**src/rtl/bbox_mem_reader.sv**
```systemverilog
// ---------------------------------------------------------------------------
// bbox_mem_reader
//   Read-side sequencer for the bounding-box buffer. A start pulse walks
//   memory addresses 0..N-1 and absorbs the memory's one-cycle registered
//   read latency. Each stored {index, data} word is then presented as a
//   valid/ready stream to the NMS compare stage. A 2-entry output FIFO with
//   credit-based read issue gives one word per cycle under continuous
//   m_tready and never drops data under backpressure.
//
// Ports
//   clk        : clock, rising edge
//   gen_rst    : asynchronous active-low reset
//   start      : one-cycle pulse, begin a pass (ignored unless idle)
//   bbox_count : number of entries to read, clamped to memory depth
//   busy       : pass in progress
//   done       : one-cycle pulse when the pass completes
//   raddr      : memory read address
//   mem_ren    : memory read enable (combinational, credit gated)
//   mem_dout   : memory read data, valid the cycle after a mem_ren edge
//   m_tdata    : stream data {index, payload}
//   m_tvalid   : stream valid
//   m_tready   : stream ready
//   m_tlast    : marks the final word of the pass
// ---------------------------------------------------------------------------
module bbox_mem_reader #(
  parameter int BBOX_DATA_WIDTH = 64,
  parameter int BBOX_IND_WIDTH  = 14,
  parameter int MEM_ADDR_WIDTH  = 10,
  localparam int TotalDataWidth = BBOX_IND_WIDTH + BBOX_DATA_WIDTH
) (
  input  logic                      clk,
  input  logic                      gen_rst,
  input  logic                      start,
  input  logic [MEM_ADDR_WIDTH:0]   bbox_count,
  output logic                      busy,
  output logic                      done,
  output logic [MEM_ADDR_WIDTH-1:0] raddr,
  output logic                      mem_ren,
  input  logic [TotalDataWidth-1:0] mem_dout,
  output logic [TotalDataWidth-1:0] m_tdata,
  output logic                      m_tvalid,
  input  logic                      m_tready,
  output logic                      m_tlast
);

  localparam int CntW = MEM_ADDR_WIDTH + 1;
  localparam logic [CntW-1:0] Depth = {1'b1, {MEM_ADDR_WIDTH{1'b0}}};

  typedef enum logic [1:0] {IDLE, FETCH, DRAIN} state_e;

  state_e                    state_q;
  logic [CntW-1:0]           n_q;
  logic [CntW-1:0]           issued_q;
  logic [CntW-1:0]           wcnt_q;
  logic [MEM_ADDR_WIDTH-1:0] raddr_q;
  logic                      pend_q;
  logic                      done_q;

  logic [1:0]                occ_q;
  logic                      rd_ptr_q;
  logic                      wr_ptr_q;
  logic [1:0]                last_q;
  logic [TotalDataWidth-1:0] data_q [2];

  logic            push;
  logic            pop;
  logic            push_last;
  logic            head_last;
  logic            last_issue;
  logic [2:0]      inflight;
  logic [CntW-1:0] n_clamped;
  logic            mem_ren_d;

  assign n_clamped  = (bbox_count > Depth) ? Depth : bbox_count;
  assign push       = pend_q;
  assign pop        = m_tvalid & m_tready;
  assign push_last  = (wcnt_q == n_q - CntW'(1));
  assign last_issue = (issued_q == n_q - CntW'(1));
  assign head_last  = last_q[rd_ptr_q];

  // Words already committed to the FIFO (buffered or still in the memory
  // pipeline) minus the one leaving this cycle. A pop returns its credit in
  // the same cycle, which is what keeps the stream at one word per cycle.
  assign inflight  = {1'b0, occ_q} + {2'b00, pend_q} - {2'b00, pop};
  assign mem_ren_d = (state_q == FETCH) && (issued_q < n_q) && (inflight < 3'd2);

  assign mem_ren  = mem_ren_d;
  assign raddr    = raddr_q;
  assign busy     = (state_q != IDLE);
  assign done     = done_q;
  assign m_tvalid = (occ_q != 2'd0);
  // Storage is not reset, so the head is masked while the FIFO is empty.
  assign m_tdata  = m_tvalid ? data_q[rd_ptr_q] : '0;
  assign m_tlast  = m_tvalid & head_last;

  // Sequencer: pass length, issue counter/address, read-pending flag.
  always_ff @(posedge clk or negedge gen_rst) begin
    if (!gen_rst) begin
      state_q  <= IDLE;
      n_q      <= '0;
      issued_q <= '0;
      raddr_q  <= '0;
      pend_q   <= 1'b0;
      done_q   <= 1'b0;
    end else begin
      done_q <= 1'b0;
      pend_q <= mem_ren_d;
      case (state_q)
        IDLE: begin
          if (start) begin
            n_q      <= n_clamped;
            issued_q <= '0;
            raddr_q  <= '0;
            if (n_clamped == '0) begin
              done_q <= 1'b1;
            end else begin
              state_q <= FETCH;
            end
          end
        end
        FETCH: begin
          if (mem_ren_d) begin
            issued_q <= issued_q + CntW'(1);
            raddr_q  <= raddr_q + MEM_ADDR_WIDTH'(1);
            if (last_issue) begin
              state_q <= DRAIN;
            end
          end
        end
        DRAIN: begin
          if (pop && head_last) begin
            state_q <= IDLE;
            done_q  <= 1'b1;
          end
        end
        default: state_q <= IDLE;
      endcase
    end
  end

  // Output FIFO control: pointers, occupancy, per-entry last flag and the
  // index of the next word to arrive (used to tag the final word).
  always_ff @(posedge clk or negedge gen_rst) begin
    if (!gen_rst) begin
      occ_q    <= 2'd0;
      rd_ptr_q <= 1'b0;
      wr_ptr_q <= 1'b0;
      last_q   <= 2'b00;
      wcnt_q   <= '0;
    end else begin
      if (state_q == IDLE && start) begin
        wcnt_q <= '0;
      end else if (push) begin
        wcnt_q <= wcnt_q + CntW'(1);
      end
      if (push) begin
        last_q[wr_ptr_q] <= push_last;
        wr_ptr_q         <= ~wr_ptr_q;
      end
      if (pop) begin
        rd_ptr_q <= ~rd_ptr_q;
      end
      occ_q <= occ_q + 2'(push) - 2'(pop);
    end
  end

  // FIFO storage
  always_ff @(posedge clk) begin
    if (push) begin
      data_q[wr_ptr_q] <= mem_dout;
    end
  end

endmodule

```
**config.mk**
```make
export PLATFORM = sky130hd
export DESIGN_NAME = bbox_mem_reader
export DESIGN_NICKNAME = d
export VERILOG_FILES = /design/src/rtl/bbox_mem_reader.sv
export SDC_FILE = /design/constraint.sdc
export NUM_CORES = 1
export LEC_CHECK = 0
export ABC_AREA = 0
export CELL_PAD_IN_SITES_DETAIL_PLACEMENT = 0
export CELL_PAD_IN_SITES_GLOBAL_PLACEMENT = 1
export CORE_ASPECT_RATIO = 0.9
export CORE_MARGIN = 2
export CORE_UTILIZATION = 45
export DETAILED_ROUTE_END_ITERATION = 7
export GPL_ROUTABILITY_DRIVEN = 0
export PLACE_DENSITY_LB_ADDON = 0.08
export SETUP_SLACK_MARGIN = 0.1
export SLEW_MARGIN = 20
export SYNTH_ARGS = -nofsm -noshare
export SYNTH_HDL_FRONTEND = slang
export SYNTH_SLANG_ARGS = --single-unit
```
**constraint.sdc**
```tcl
create_clock -name clk -period 13.7 [get_ports clk]
set_clock_uncertainty 0.15 [all_clocks]
set_input_delay 2.74 -clock clk [delete_from_list [all_inputs] [get_ports clk]]
set_output_delay 2.74 -clock clk [all_outputs]
set_load 0.01 [all_outputs]
```
==> results.md <==
* Run status: finished, final reports clean
* Yosys warnings at 0
* DP HPWL at roughly 13000 µm
* 1st-pass router iterations at 5
* Crit Path Category: primary input to primary output
* GRT Total Usage at roughly 18%
* CTS root buffer: clkbuf_16
* Total wire length at just under 20000 µm
* Max Slew Vio Count at 0
* Slowest stage delay, CP at ~0.6 ns
* TNS Setup at 0 ns
* Synth top area cells: edfxtp_1, dfrtp_1, mux2i_1
* Clk sinks at 209
* DRC marker count from the first detailed-route iteration at between 300 and 400
* Hold_buf cts at 0
* Clk_lat worst skew at 0.50 ns
* DIE AREA at approximately 21000 µm²
* Number of enable flip-flop cells after synthesis at ~160
* Synth unique cells at 49
* Slowest CP cell: clkdlybuf4s50_1
* CTS max path bufs at 3
* Remaining DRCs at 0
* Die width at around 150 µm
* Max Cap Viol at 0
* Total CTS buffers at 23
* Startpoint types: primary input
* Layout cells sized above 1 at between 6 and 7%
* Critical path required time at ~11 ns
* Crit. End Element: primary output
* Via Count at 5864
* Core area at approximately 20000 µm²
* Avg WL per Cell at roughly 17 µm
* CTS tree: done
* Antenna cell count at 0
* Post_cts resized at 0
* CP bufs+invs at 5
* Port Buf Inserts at around 190
* Hold Crit Class: flop to flop
* Top cells by count, synth: edfxtp_1, nor2_1, mux2i_1, dfrtp_1, xor2_1
* Post-CTS setup buffer count at 0
* Seq/Total Area, Yosys at between 60% and 70%
* Initial antenna violation count at 0
* Final Critical Period at slightly below 9 ns
* Die span in y at 138.6 µm
* Final setup vio count at 0
* Max Clock Freq at between 0.1 and 0.15 GHz
* Power Total at 2.449 mW
* Via/cell ratio at 5.162
* Cell area power density at between 200 and 250 nW/µm²
* Final Hold Fails at 0
* Primary FF master, synth: edfxtp_1
* Final nets at slightly below 1000
* P&R area growth vs syn at 31.18%
* Worst-path clk slew at around 0.060 ns
* Asr flop ratio synth at 25.36%
* Synth area leader: edfxtp_1
* Gate Count Post-Synth at 678
* Filler instances at 1572
* H-tree depth at 1
* Mapped Nets at approximately 790
* Synth top area share at 51.70%
* Actual slew at the worst max-slew pin at around 1.1 ns
* Avg Synthesized Cell Area at 13.36 µm²
* Initial core utilization at about 46%
* Slew headroom at ~28%
* Top cell family by delay on the critical path: buffers and inverters
* Mapped Area at between 9000 and 10000 µm²
* FF+latch count, synth at roughly 210
* Global-route wire length before repair at approximately 32000 µm
* Gr ovfl total at 0
* Vias in the first global route at ~6100
* Critical path arrival at 6.01 ns
* # IOs at between 150 and 200
* Max VDD drop at ~0.00013 V
* CP cell instances: clkdlybuf4s50_1 > nand2_1 > inv_1 > ha_1 > inv_1 > ha_1 > fa_1 > or4_4 > nor4_4 > buf_4 > clkdlybuf4s50_1
* RSZ-0062 raised after global routing: false
* Leak Pwr at 4.561 nW
* Std-Cell Rows at 49
* Largest net degree at the start of global routing at between 80 and 90
* Antenna viol nets, final at 0
* Crit-path max FO at 22
* Most common cell in the netlist: edfxtp_1
* Final period utilization at about two thirds
[per-layer routing]
metal	vias up	routed length, µm	global-route usage (%)	part of all wire (%)
li1	2800	-	-	-
met1	2857	8623	24.43	44
met2	170	9305	30.46	48
met3	37	1146	3.875	5.9
met4	0	474	5.263	2.4
met5	-	0	0	0
[state kept, by name, indices dropped and copies added, names as in the netlist]
signal / flops
last_q: 2
wr_ptr_q: 1
pend_q: 1
raddr: 10
occ_q: 2
n_q: 11
data_q: 156
rd_ptr_q: 1
issued_q: 11
wcnt_q: 11
done: 1
state_q: 2
[worst register-to-register path: cells and delay by family, from the launching register on]
kind	cells	cell delay (ns)
fa+ha+maj	3	0.91
simple gates	6	1.76
compound gates	1	0.15
flops	1	0.43
buf+inv	5	1.26
[where the power goes]
| group | internal (mW) | switching (mW) |
|---|---|---|
| logic | 0.469 | 0.452 |
| clock network | 0.341 | 0.239 |
| registers | 0.844 | 0.104 |
[cell families after synthesis]
family | Yosys count | share of synthesized area (%)
DFF | 209 | 66.34
AOI/OAI and AO/OA | 45 | 2.817
muxes | 90 | 9.956
buffers and inverters | 52 | 2.347
adders and majority gates | 19 | 2.679
and+or+nand+nor | 216 | 11.32
xor gates and xnor gates | 47 | 4.543
[stage by stage]
step	utilization [%]	setup WS (ns)	cells	hold slack [ns]	area, µm²
after floorplan	-	5.841	678	0.2979	9061
after global placement	56.23	4.821	1095	0.3235	11170
after detailed placement	56.23	4.794	1095	0.3264	11170
after CTS	59.84	4.769	1136	0.3367	11890
after global routing	59.84	4.660	1136	0.3590	11890
final	59.84	4.803	1136	0.3346	11890
[final timing paths]
check                                       startpoint                 endpoint  slack, ns  cells past startpoint
worst max-delay path                          m_tready                  mem_ren       4.80                     11
worst min-delay path            state_q[0]$_DFFE_PN0P_           done$_DFF_PN0_       0.33                      1
worst max register to register      occ_q[1]$_DFF_PN0_     raddr[9]$_DFFE_PN0P_       8.97                     15
worst min register to register  state_q[0]$_DFFE_PN0P_           done$_DFF_PN0_       0.33                      1
max in group asynchronous                      gen_rst     rd_ptr_q$_DFFE_PN0P_      10.66                      2
min in group asynchronous                      gen_rst  issued_q[2]$_DFFE_PN0P_       2.21                      2
[cell usage in the layout (no fill, tap or decap), types with 2 or more instances in the layout]
cell type,instances
nand4_1,17
nor4_1,3
or3_1,5
nand2_1,23
clkbuf_16,23
clkinv_2,2
xnor2_1,18
or4_4,2
and3_1,5
inv_6,2
a31oi_1,3
nand3b_1,6
clkdlybuf4s50_1,184
dfrtp_1,52
nor2_1,122
o21ai_0,20
nor2b_1,2
nand3_1,14
nor3_1,3
ha_1,17
clkinvlp_4,3
a22o_1,2
clkinv_1,2
clkbuf_8,2
mux2i_1,89
xor2_1,29
edfxtp_1,156
a211oi_1,2
a21oi_1,12
buf_4,7
clkbuf_1,6
inv_1,21
[cell type report]
cell class | instances | area (µm²) | area share (%)
Clock inverter | 10 | 91.34 | 0.7684
Timing Repair Buffer | 192 | 1899 | 15.98
Tap cell | 255 | 319.1 | 2.684
Multi-Input combinational cell | 417 | 2853 | 24.00
Clock buffer | 31 | 625.6 | 5.263
Inverter | 22 | 83.83 | 0.7053
Sequential cell | 209 | 6015 | 50.60
Power figures use the tool's default switching activity.
